<file path="src/rtl/div_seq_if.sv">
// Handshake and operand/result bundle between the execute stage and the divide sequencer.
// The execute stage holds the master modport; the divider holds the slave modport.
interface div_seq_if #(
    parameter int unsigned WIDTH = 32
);
    logic               start_i;
    logic               annul_i;
    logic               signed_div_i;
    logic [WIDTH-1:0]   opdata1_i;
    logic [WIDTH-1:0]   opdata2_i;
    logic [2*WIDTH-1:0] result_o;
    logic               ready_o;
    logic               busy_o;

    modport master (
        output start_i,
        output annul_i,
        output signed_div_i,
        output opdata1_i,
        output opdata2_i,
        input  result_o,
        input  ready_o,
        input  busy_o
    );

    modport slave (
        input  start_i,
        input  annul_i,
        input  signed_div_i,
        input  opdata1_i,
        input  opdata2_i,
        output result_o,
        output ready_o,
        output busy_o
    );
endinterface

</file>
<file path="src/rtl/div_seq.sv">
// Multi-cycle restoring radix-2 divider, one quotient bit per cycle, signed/unsigned.
// Result is {remainder, quotient}, held with ready until the execute stage drops start.
module div_seq #(
    parameter int unsigned WIDTH = 32
) (
    input  logic     clk,
    input  logic     rst,
    div_seq_if.slave bus
);

    localparam int unsigned CntW = $clog2(WIDTH + 1);
    localparam logic [CntW-1:0] CntLast = CntW'(WIDTH);

    typedef enum logic [1:0] {StFree, StByZero, StOn, StEnd} state_e;

    state_e               state_q, state_d;
    logic [CntW-1:0]      cnt_q, cnt_d;
    logic [WIDTH-1:0]     rem_q, rem_d;
    logic [WIDTH-1:0]     quo_q, quo_d;
    logic [WIDTH-1:0]     dvs_q, dvs_d;
    logic                 signed_q, signed_d;
    logic                 sign1_q, sign1_d;
    logic                 sign2_q, sign2_d;
    logic [2*WIDTH-1:0]   result_q, result_d;
    logic                 ready_q, ready_d;
    logic                 busy_q, busy_d;

    logic [WIDTH:0]       shifted;
    logic [WIDTH+1:0]     diff;
    logic                 borrow;
    logic [WIDTH-1:0]     quo_fix;
    logic [WIDTH-1:0]     rem_fix;
    logic [WIDTH-1:0]     op1_mag;
    logic [WIDTH-1:0]     op2_mag;

    // quo_q starts out holding the dividend magnitude; its MSB feeds the partial
    // remainder while quotient bits shift in from the bottom.
    always_comb begin
        shifted = {rem_q, quo_q[WIDTH-1]};
        diff    = {1'b0, shifted} - {2'b00, dvs_q};
        borrow  = diff[WIDTH+1];
    end

    always_comb begin
        quo_fix = (signed_q && (sign1_q != sign2_q)) ? -quo_q : quo_q;
        rem_fix = (signed_q && sign1_q) ? -rem_q : rem_q;
    end

    always_comb begin
        op1_mag = (bus.signed_div_i && bus.opdata1_i[WIDTH-1]) ? -bus.opdata1_i : bus.opdata1_i;
        op2_mag = (bus.signed_div_i && bus.opdata2_i[WIDTH-1]) ? -bus.opdata2_i : bus.opdata2_i;
    end

    always_comb begin
        state_d  = state_q;
        cnt_d    = cnt_q;
        rem_d    = rem_q;
        quo_d    = quo_q;
        dvs_d    = dvs_q;
        signed_d = signed_q;
        sign1_d  = sign1_q;
        sign2_d  = sign2_q;
        result_d = result_q;
        ready_d  = ready_q;

        unique case (state_q)
            StFree: begin
                ready_d  = 1'b0;
                result_d = '0;
                cnt_d    = '0;
                if (bus.start_i && !bus.annul_i) begin
                    signed_d = bus.signed_div_i;
                    sign1_d  = bus.opdata1_i[WIDTH-1];
                    sign2_d  = bus.opdata2_i[WIDTH-1];
                    quo_d    = op1_mag;
                    dvs_d    = op2_mag;
                    rem_d    = '0;
                    state_d  = (bus.opdata2_i == '0) ? StByZero : StOn;
                end
            end
            StByZero: begin
                state_d  = StEnd;
                result_d = '0;
                ready_d  = 1'b1;
            end
            StOn: begin
                if (bus.annul_i) begin
                    state_d = StFree;
                    cnt_d   = '0;
                    ready_d = 1'b0;
                end else if (cnt_q != CntLast) begin
                    rem_d = borrow ? shifted[WIDTH-1:0] : diff[WIDTH-1:0];
                    quo_d = {quo_q[WIDTH-2:0], ~borrow};
                    cnt_d = cnt_q + 1'b1;
                end else begin
                    result_d = {rem_fix, quo_fix};
                    ready_d  = 1'b1;
                    state_d  = StEnd;
                end
            end
            StEnd: begin
                if (!bus.start_i) begin
                    state_d  = StFree;
                    ready_d  = 1'b0;
                    result_d = '0;
                end
            end
            default: state_d = StFree;
        endcase

        busy_d = (state_d == StOn) || (state_d == StByZero);
    end

    always_ff @(posedge clk or negedge rst) begin
        if (!rst) begin
            state_q  <= StFree;
            cnt_q    <= '0;
            rem_q    <= '0;
            quo_q    <= '0;
            dvs_q    <= '0;
            signed_q <= 1'b0;
            sign1_q  <= 1'b0;
            sign2_q  <= 1'b0;
            result_q <= '0;
            ready_q  <= 1'b0;
            busy_q   <= 1'b0;
        end else begin
            state_q  <= state_d;
            cnt_q    <= cnt_d;
            rem_q    <= rem_d;
            quo_q    <= quo_d;
            dvs_q    <= dvs_d;
            signed_q <= signed_d;
            sign1_q  <= sign1_d;
            sign2_q  <= sign2_d;
            result_q <= result_d;
            ready_q  <= ready_d;
            busy_q   <= busy_d;
        end
    end

    assign bus.result_o = result_q;
    assign bus.ready_o  = ready_q;
    assign bus.busy_o   = busy_q;

endmodule

</file>
<file path="src/flat_wrapper.sv">
// flat-port wrapper written by rule: the top's interface ports become plain ports
module div_seq_flat 
#(
    parameter int unsigned WIDTH = 32
)
  (clk, rst, bus_start_i, bus_annul_i, bus_signed_div_i, bus_opdata1_i, bus_opdata2_i, bus_result_o, bus_ready_o, bus_busy_o);
  div_seq_if #(.WIDTH(WIDTH)) bus_i ();
  input  logic clk;
  input  logic rst;
  input wire logic [$bits(bus_i.start_i)-1:0] bus_start_i;
  input wire logic [$bits(bus_i.annul_i)-1:0] bus_annul_i;
  input wire logic [$bits(bus_i.signed_div_i)-1:0] bus_signed_div_i;
  input wire logic [$bits(bus_i.opdata1_i)-1:0] bus_opdata1_i;
  input wire logic [$bits(bus_i.opdata2_i)-1:0] bus_opdata2_i;
  output wire logic [$bits(bus_i.result_o)-1:0] bus_result_o;
  output wire logic [$bits(bus_i.ready_o)-1:0] bus_ready_o;
  output wire logic [$bits(bus_i.busy_o)-1:0] bus_busy_o;
  assign bus_i.start_i = bus_start_i;
  assign bus_i.annul_i = bus_annul_i;
  assign bus_i.signed_div_i = bus_signed_div_i;
  assign bus_i.opdata1_i = bus_opdata1_i;
  assign bus_i.opdata2_i = bus_opdata2_i;
  assign bus_result_o = bus_i.result_o;
  assign bus_ready_o = bus_i.ready_o;
  assign bus_busy_o = bus_i.busy_o;
  div_seq #(.WIDTH(WIDTH)) u_core (.clk(clk), .rst(rst), .bus(bus_i));
endmodule
</file>
<file path="config.mk">
export PLATFORM = sky130hd
export DESIGN_NAME = div_seq_flat
export DESIGN_NICKNAME = d
export VERILOG_FILES = /design/src/rtl/div_seq_if.sv /design/src/rtl/div_seq.sv /design/src/flat_wrapper.sv
export SDC_FILE = /design/constraint.sdc
export NUM_CORES = 1
export LEC_CHECK = 0
export CORE_ASPECT_RATIO = 0.6
export CORE_MARGIN = 3
export CORE_UTILIZATION = 30
export CTS_CLUSTER_SIZE = 24
export DETAILED_ROUTE_END_ITERATION = 7
export SKIP_CTS_REPAIR_TIMING = 1
export SLEW_MARGIN = 10
export SYNTH_ARGS = -nofsm -noshare
export SYNTH_HDL_FRONTEND = slang
export SYNTH_SLANG_ARGS = --single-unit
</file>
<file path="constraint.sdc">
create_clock -name clk -period 6.5 [get_ports clk]
set_input_delay 1.3 -clock clk [delete_from_list [all_inputs] [get_ports clk]]
set_output_delay 1.3 -clock clk [all_outputs]
set_load 0.005 [all_outputs]
</file>
# Yosys cells after proc, flatten, opt, wreduce, memory -nomap -nowiden
# Index checks and enable logic that the tools add are counted.
totals:
  out_inout_bits: 66
  reg_bits: 173
classes:
  n_bitwise: 1
  n_mux: 30
  reduce_logical: 16
  eq_ne: 14
  n_addsub: 6
op_table:
  columns: ["cell", "count"]
  rows:
  - ["$mux 32", 11]
  - ["$mux 64", 3]
  - ["$pmux 64 s3", 1]
  - ["$neg 32->32", 4]
  - ["$pmux 32 s2", 2]
  - ["$sub 33x32->34", 1]
  - ["$logic_not 32->1", 1]
  - ["$mux 6", 2]
  - ["$pmux 6 s2", 1]
  - ["$mux 2", 5]
  - ["$pmux 2 s4", 1]
  - ["$add 6x1->6 const B", 1]
  - ["$eq 2x2->1 const B", 3]
  - ["$ne 2x2->1 const B", 3]
  - ["$ne 6x6->1 const B", 1]
  - ["$reduce_and 2->1", 3]
  - ["$logic_and 1x1->1", 5]
  - ["$eq 2x1->1 const B", 2]
  - ["$ne 2x1->1 const B", 2]
  - ["$pmux 1 s4", 1]
  - ["$reduce_and 4->1", 1]
  - ["$mux 1", 3]
  - ["$ne 3x2->1 const B", 1]
  - ["$ne 3x3->1 const B", 1]
  - ["other kinds (8)", 8]

# Longest topological paths before layout
# Gate-level depths: netlist of run 1.
depth:
  word_depth: 6
  mapped_depth: 14
  ltp_nobuf: 12

# Least setup slack after synthesis of run 1
# No wires, ideal clock.
synth_timing:
  path_kind: "in2reg"
  start: "input port bus_opdata2_i[6]"
  end: "register u_core.dvs_q[29]"
  setup_slack_ps: 3182
  stages: 9
  n_path_buf: 0
  setup_ps: 135
  required_time_ps: 6365
  t_arrival_ps: 3183
  path_cell_list: "or4_1 > nor4_1 > nand3b_1 > nor3_1 > and2_1 > nand2_1 > o21ai_0 > xor2_1 > o21ai_0"
synth_between:
  elab_chain_cells: 2
synth_lines:
  columns: ["item", "line_no", "text"]
  rows:
  - ["start: declaration", "flat_wrapper.sv:14", "input wire logic [$bits(bus_i.opdata2_i)-1:0] bus_opdata2_i;"]
  - ["$neg 32->32", "div_seq.sv:51", "op2_mag = (bus.signed_div_i && bus.opdata2_i[WIDTH-1]) ? -bus.opdata2_i : bus.opdata2_i;"]
  - ["$mux 32", "div_seq.sv:51", null]
  - ["end signal: assignment", "div_seq.sv:132", "dvs_q <= dvs_d;"]
  - ["end: declaration", "div_seq.sv:20", "logic [WIDTH-1:0] dvs_q, dvs_d;"]
# Every way passes these cells.
# A chain may end at the register's enable or synchronous reset.

# Final worst setup path of run 1
layout_timing:
  start: "input port bus_opdata2_i[6]"
  end: "register u_core.dvs_q[30]"
# Same word-level chain as after synthesis.

==> qor.csv, run 1 <==
stage,metric,value,unit
critical_path,reg2regPathDepth,12,
yosys,synth_warnings,0,
cts,cts_tree,done,
power_and_ir_drop,switching_share,0.467,
cts,root_buffer,clkbuf_16,
finish,n_antenna_cell,0,
power_and_ir_drop,p_leak,5.68,nW
yosys,ys_ff_latch,173,
power_and_ir_drop,combPwrFrac,0.513,
yosys,synth_flop_cell,dfrtp_1,
outcome,status,finished clean,
cts,path_clk_slew,70,ps
yosys,syn_inst,1395,
global_routing,antenna_found_initial,0,
floorplanning,initial_utilization,0.309,
floorplanning,die_x,257,um
hold_path,hp-class,flop to flop,
route,finalWirelength,34100,um
placed_design,dp_hpwl,26500,um
timing,finClkSkew,11.3,ps
route,route.detailed.drc,0,
cts,insertion_delay,450,ps
floorplanning,die_y,157,um
floorplanning,io_pins,135,
critical_path,crit_cells,8,
global_routing,grt_pass1_wl,53100,um
global_routing,grt_max_degree,97,
global_routing,overflow,0,
critical_path,crit_chain,clkdlybuf4s50_1 -> or4_1 -> nor4_1 -> nor3b_2 -> nand4_1 -> o31ai_1 -> xor2_1 -> o21ai_0,
route,drt_iter0_drc,921,
timing,finalHoldViolCount,0,
job,maxCapViolations,0,
critical_path,critPathBufInv,1,
critical_path,crit_family,simple AND/OR/NAND/NOR gates,
yosys,syn_area,11400,um^2
placed_design,placed_area,13200,um^2
critical_path,end_kind,flop,
cts,cts_max_path_buffers,2,
route,firstDrtPassIters,5,
global_routing,grt_util_all_layers,0.168,
power_and_ir_drop,power.density,411,nW/um^2
yosys,synthesis.area_per_instance,8.15,um^2
route,routedWlPerCell,17.0,um
cts,numCtsBuffers,17,
finish,fin_area,13800,um^2
timing,timing.final.max_slew_violations,0,
finish,fillCellCount,3770,
timing,fin_crit_sh,0.582,
critical_path,crit_type,input port to flop,
timing,clock.fmax,0.264,GHz
power_and_ir_drop,p_sw,2.64,mW
route,antenna_left,0,
power_and_ir_drop,ir_worst_vdd,0.000235,V
yosys,synth_edf_count,0,
finish,drive_gt1_frac,0.0420,
finish,syn_to_final_growth,20.9,%
yosys,syn_nets,1507,
yosys,async_flop_share,1.00,
placed_design,portBuffers,134,
floorplanning,design.core.area,36800,um^2
timing,period_needed,3780,ps
timing,setup_viol_count_final,0,
critical_path,crit_path_start_kind,input port,
critical_path,crit_arrival,4070,ps
placed_design,place_congestion,0.944,
global_routing,grt_pass1_vias,9077,
finish,nets,1599,
floorplanning,dieArea,40300,um^2
power_and_ir_drop,p_seq_frac,0.303,
floorplanning,fp-row-count,54,
cts,cts.sinks,173,
route,vias_per_cell,5.00,
power_and_ir_drop,pwr-share-clk,0.184,
critical_path,crit_path_top_delay_cell,or4_1,
route,num_vias,10025,
critical_path,critical-path-max-stage-delay,620,ps
cts,htree_levels,4,
critical_path,worstPathRequired,6780,ps
critical_path,critical_path.max_fanout,7,
timing,fin_tns_setup,0,ps
yosys,yosysSeqAreaShare,0.381,
timing,slew_headroom,0.247,
power_and_ir_drop,p_int,3.01,mW
hold_path,min_path_cells,2,
timing,rsz0062_at_grt,no,
yosys,synth.distinct_cells,66,
timing,tightest_slew,1130,ps
## worst register-to-register path, cell delays in order (launching register included)
cell       delay, ps
dfrtp_1          470
inv_1             70
ha_1             260
nor2b_1          160
o2111ai_1        180
a2111oi_0        500
nor4b_1          160
nor3_1           430
a2bb2oi_4        220
buf_4            450
nor2_1           160
a22oi_1          180
o21ai_0          110
## sequential cells by signal (all words and copies together) (netlist names), 2 cells and up
signal / flops
u_core.cnt_q: 6
u_core.dvs_q: 32
u_core.bus.result_o: 64
u_core.state_q: 2
u_core.rem_q: 32
u_core.quo_q: 32
## cells in the mapped netlist, types with 3 or more instances
| library cell | number | share of area |
|---|---|---|
| o221ai_1 | 6 | 0.0046 |
| a21oi_1 | 110 | 0.048 |
| and2_1 | 9 | 0.0050 |
| nor2_1 | 96 | 0.032 |
| nand2b_1 | 6 | 0.0033 |
| o41ai_1 | 9 | 0.0069 |
| or4_1 | 5 | 0.0033 |
| nor3_1 | 30 | 0.013 |
| clkbuf_1 | 61 | 0.020 |
| a211oi_1 | 3 | 0.0020 |
| o21ai_1 | 6 | 0.0026 |
| dfrtp_1 | 173 | 0.38 |
| mux2i_1 | 29 | 0.026 |
| nor4_1 | 18 | 0.0099 |
| or3_1 | 21 | 0.012 |
| nand3_1 | 12 | 0.0053 |
| or2_2 | 5 | 0.0028 |
| nand4_1 | 8 | 0.0044 |
| nor2b_1 | 6 | 0.0033 |
| a21o_1 | 10 | 0.0066 |
| a31oi_1 | 10 | 0.0055 |
| buf_2 | 4 | 0.0018 |
| xor2_1 | 61 | 0.047 |
| xnor2_1 | 82 | 0.063 |
| inv_1 | 55 | 0.018 |
| o21a_1 | 7 | 0.0046 |
| and3_1 | 9 | 0.0050 |
| o21ai_0 | 210 | 0.092 |
| o31ai_1 | 10 | 0.0066 |
| mux2_2 | 3 | 0.0030 |
| nand2_1 | 233 | 0.077 |
| ha_1 | 42 | 0.046 |
## final cells by class
| type | instances | area, um^2 | share of cell area |
|---|---|---|---|
| Multi-Input combinational cell | 1100 | 6610 | 0.481 |
| Timing Repair Buffer | 140 | 1390 | 0.101 |
| Inverter | 55 | 206 | 0.0150 |
| Sequential cell | 173 | 4330 | 0.315 |
| Tap cell | 504 | 631 | 0.0459 |
| Clock inverter | 14 | 149 | 0.0108 |
| Clock buffer | 18 | 439 | 0.0319 |
## final timing paths
check | startpoint | to | slack, ps
worst max-delay path | bus_opdata2_i[6] | u_core.dvs_q[30] | 2720
worst min-delay path | u_core.bus.result_o[8] | u_core.bus.result_o[8] | 480
worst max register to register | u_core.dvs_q[1] | u_core.rem_q[28] | 3000
worst min register to register | u_core.bus.result_o[8] | u_core.bus.result_o[8] | 480
max in group asynchronous | rst | u_core.bus.result_o[21] | 4490
min in group asynchronous | rst | u_core.bus.result_o[8] | 810
## power by group through the flow
| stage | Clock [mW] | Sequential (mW) | Combinational [mW] |
|---|---|---|---|
| floorplan | 0 | 1.55 | 2.21 |
| global route | 1.11 | 1.75 | 3.24 |
| detailed placement | 0 | 1.72 | 2.88 |
| finish | 1.04 | 1.71 | 2.90 |
| CTS | 1.06 | 1.70 | 2.89 |
| global placement | 0 | 1.70 | 2.85 |
## cells by family after synthesis
family,after synthesis,share of synthesized area
XOR/XNOR,143,0.110
adder cells (fa/ha/maj),43,0.0480
multiplexers,32,0.0285
flip-flops,173,0.381
AO/OA/AOI/OAI,411,0.204
buffers and inverters,122,0.0407
AND/OR/NAND/NOR,471,0.188
## layer usage
metal / global-route usage / part of all wire / vias up
li1: - / - / 5043
met1: 0.296 / 0.60 / 4691
met2: 0.192 / 0.33 / 273
met5: 0 / 0 / -
met3: 0.0320 / 0.055 / 18
met4: 0.0383 / 0.012 / 0
## through the flow
stage / instances / worst slack (ps) / total power, mW / hold slack, ps / util
floorplan: 1395 / 3180 / 3.76 / 450 / -
global placement: 1972 / 2320 / 4.55 / 462 / 0.357
detailed placement: 1972 / 2310 / 4.60 / 470 / 0.357
CTS: 2004 / 2770 / 5.65 / 487 / 0.373
global route: 2004 / 2400 / 6.10 / 504 / 0.373
finish: 2004 / 2720 / 5.65 / 478 / 0.373
## layout by cell type (no fill, tap or decap), types with 10 or more instances in the layout
master,count
nand3_1,12
o31ai_1,10
dfrtp_1,173
xor2_1,61
xnor2_1,82
a21oi_1,110
a31oi_1,10
nor2_1,96
nand2_1,232
nor3_1,30
clkdlybuf4s50_1,133
clkbuf_16,17
inv_1,55
mux2i_1,29
or3_1,21
o21ai_0,210
nor4_1,18
a21o_1,10
ha_1,41
Power figures use the tool's default switching activity.
==> run 2, diff against run 1 <==
Clock period 6.5 ns to 3.51 ns, I/O delays scaled along.
==> qor.csv, run 2 (synthesis gave the netlist of run 1 again) <==
stage,metric,value,unit,change
outcome,status,finished clean,,
timing,finClkSkew,10.5,ps,-0.803 ps
global_routing,grt_max_degree,70,,-28%
finish,fillCellCount,3732,,-1.0%
floorplanning,design.core.area,36800,um^2,unchanged
placed_design,place_congestion,0.914,,-3.1%
finish,multi_input_area,6600,um^2,-0.11%
timing,fin_crit_sh,0.931,,
critical_path,worstPathRequired,3890,ps,-2890 ps
route,routedWlPerCell,17.1,um,+0.52%
route,antenna_left,0,,unchanged
critical_path,critical_path.max_fanout,3,,-4
finish,drive_gt1_frac,0.0650,,+0.0230
global_routing,overflow,0,,unchanged
route,route.detailed.drc,0,,unchanged
timing,fin_ws,241,ps,-2470 ps
timing,period_needed,3270,ps,
cts,numCtsBuffers,17,,unchanged
critical_path,reg2regPathDepth,11,,-1
critical_path,crit_chain,ha_1 -> fa_1 -> nand2b_1 -> a21oi_1 -> o21ai_0 -> a311o_1 -> a211o_1 -> a21oi_1 -> xor2_1 -> mux2i_1 -> o21ai_0,,
route,num_vias,10292,,+2.7%
power_and_ir_drop,p_leak,5.89,nW,+3.6%
finish,ff_latch_area,4330,um^2,unchanged
hold_path,hp-class,input port to asynchronous set/reset pin,,
cts,path_clk_slew,70,ps,about the same
global_routing,antenna_found_initial,0,,unchanged
global_routing,grt_pass1_wl,54300,um,+2.3%
cts,cts_tree,done,,
floorplanning,initial_utilization,0.309,,unchanged
critical_path,critPathBufInv,0,,-1
placed_design,dp_slack,75.4,ps,-2240 ps
critical_path,crit_arrival,3650,ps,-420 ps
floorplanning,io_pins,135,,unchanged
timing,clock.fmax,0.306,GHz,
timing,tightest_slew,714,ps,-416 ps
finish,n_antenna_cell,0,,unchanged
finish,final_common_cell,nand2_1,,
timing,hold_ws,198,ps,-280 ps
route,drt_iter0_drc,956,,+3.8%
floorplanning,die_x,257,um,unchanged
timing,slew_headroom,0.524,,+0.277
critical_path,crit_cells,11,,+3
power_and_ir_drop,ir_worst_vdd,0.000473,V,+100%
global_routing,grt_pass1_vias,9395,,+3.5%
finish,nets,1637,,+2.4%
cts,cts_max_path_buffers,2,,unchanged
cts,root_buffer,clkbuf_16,,
finish,final_core_util,0.383,,+0.00921
finish,fin_area,14100,um^2,+2.5%
power_and_ir_drop,power.density,760,nW/um^2,+85%
floorplanning,dieArea,40300,um^2,unchanged
timing,timing.final.max_slew_violations,0,,unchanged
placed_design,dp_hpwl,27800,um,+4.7%
route,firstDrtPassIters,5,,unchanged
critical_path,critical-path-max-stage-delay,460,ps,-160 ps
critical_path,crit_type,flop to flop,,
critical_path,crit_path_top_delay_cell,dfrtp_1,,
timing,finalHoldViolCount,0,,unchanged
timing,rsz0062_at_grt,yes,,
floorplanning,die_y,157,um,unchanged
critical_path,end_kind,flop,,
global_routing,grt_util_all_layers,0.173,,+0.00521
finish,largest_reg_flops,64,,unchanged
placed_design,portBuffers,134,,unchanged
timing,setup_viol_count_final,0,,unchanged
job,maxCapViolations,0,,unchanged
finish,syn_to_final_growth,23.9,%,
critical_path,crit_path_start_kind,flop,,
route,vias_per_cell,5.04,,+0.75%
critical_path,crit_family,compound AO/OA/AOI/OAI gates,,
floorplanning,fp-row-count,54,,unchanged
cts,insertion_delay,450,ps,about the same
placed_design,placed_area,13500,um^2,+2.6%
route,finalWirelength,34900,um,+2.4%
cts,cts.sinks,173,,unchanged
finish,most-common-layout-cells,"nand2_1, o21ai_0, dfrtp_1, clkdlybuf4s50_1, a21oi_1",,
cts,htree_levels,4,,unchanged
==> run 2: cell type report <==
type	count	share of cell area
Inverter	55	0.0147
Multi-Input combinational cell	1100	0.469
Tap cell	504	0.0448
Sequential cell	173	0.307
Clock inverter	14	0.0112
Clock buffer	18	0.0305
Timing Repair Buffer	178	0.123
==> run 2: path summary, 6_finish.rpt <==
kind / startpoint / to / slack [ps]
max: u_core.dvs_q[0] / u_core.rem_q[24] / 240
min: rst / u_core.bus.result_o[10] / 200
max reg2reg: u_core.dvs_q[0] / u_core.rem_q[24] / 240
min reg2reg: u_core.bus.result_o[7] / u_core.bus.result_o[7] / 480
max in group asynchronous: rst / u_core.dvs_q[6] / 2480
min in group clk: u_core.bus.result_o[7] / u_core.bus.result_o[7] / 480
==> run 2: layer usage <==
metal	track usage	up-vias	wire [um]
met1	0.303	4856	20300
met4	0.0322	0	327
met5	0	-	0
li1	-	5117	-
met2	0.202	298	12000
met3	0.0346	21	2260
==> run 2: per-stage QoR <==
step	TNS, ps	instances	power [mW]
2_1_floorplan	0	1395	6.97
3_3_place_gp	0	2010	8.67
3_5_place_dp	0	2010	8.75
4_1_cts	0	2042	10.7
5_1_grt	-25.4	2042	11.6
6_report	0	2042	10.7
==> run 2: worst reg2reg max path, delay by kind of cell, from the launching register on <==
family	cells	cell delay, ps
compound gates	6	1490
fa+ha+maj	2	650
flops	1	460
xor+xnor	1	290
simple gates	1	200
mux	1	120
==> run 2: power breakdown <==
part	internal, mW	total (mW)	switching [mW]
Sequential	2.47	3.07	0.600
Clock	1.01	1.91	0.901
Combinational	2.26	5.73	3.47
Total	5.73	10.7	4.97
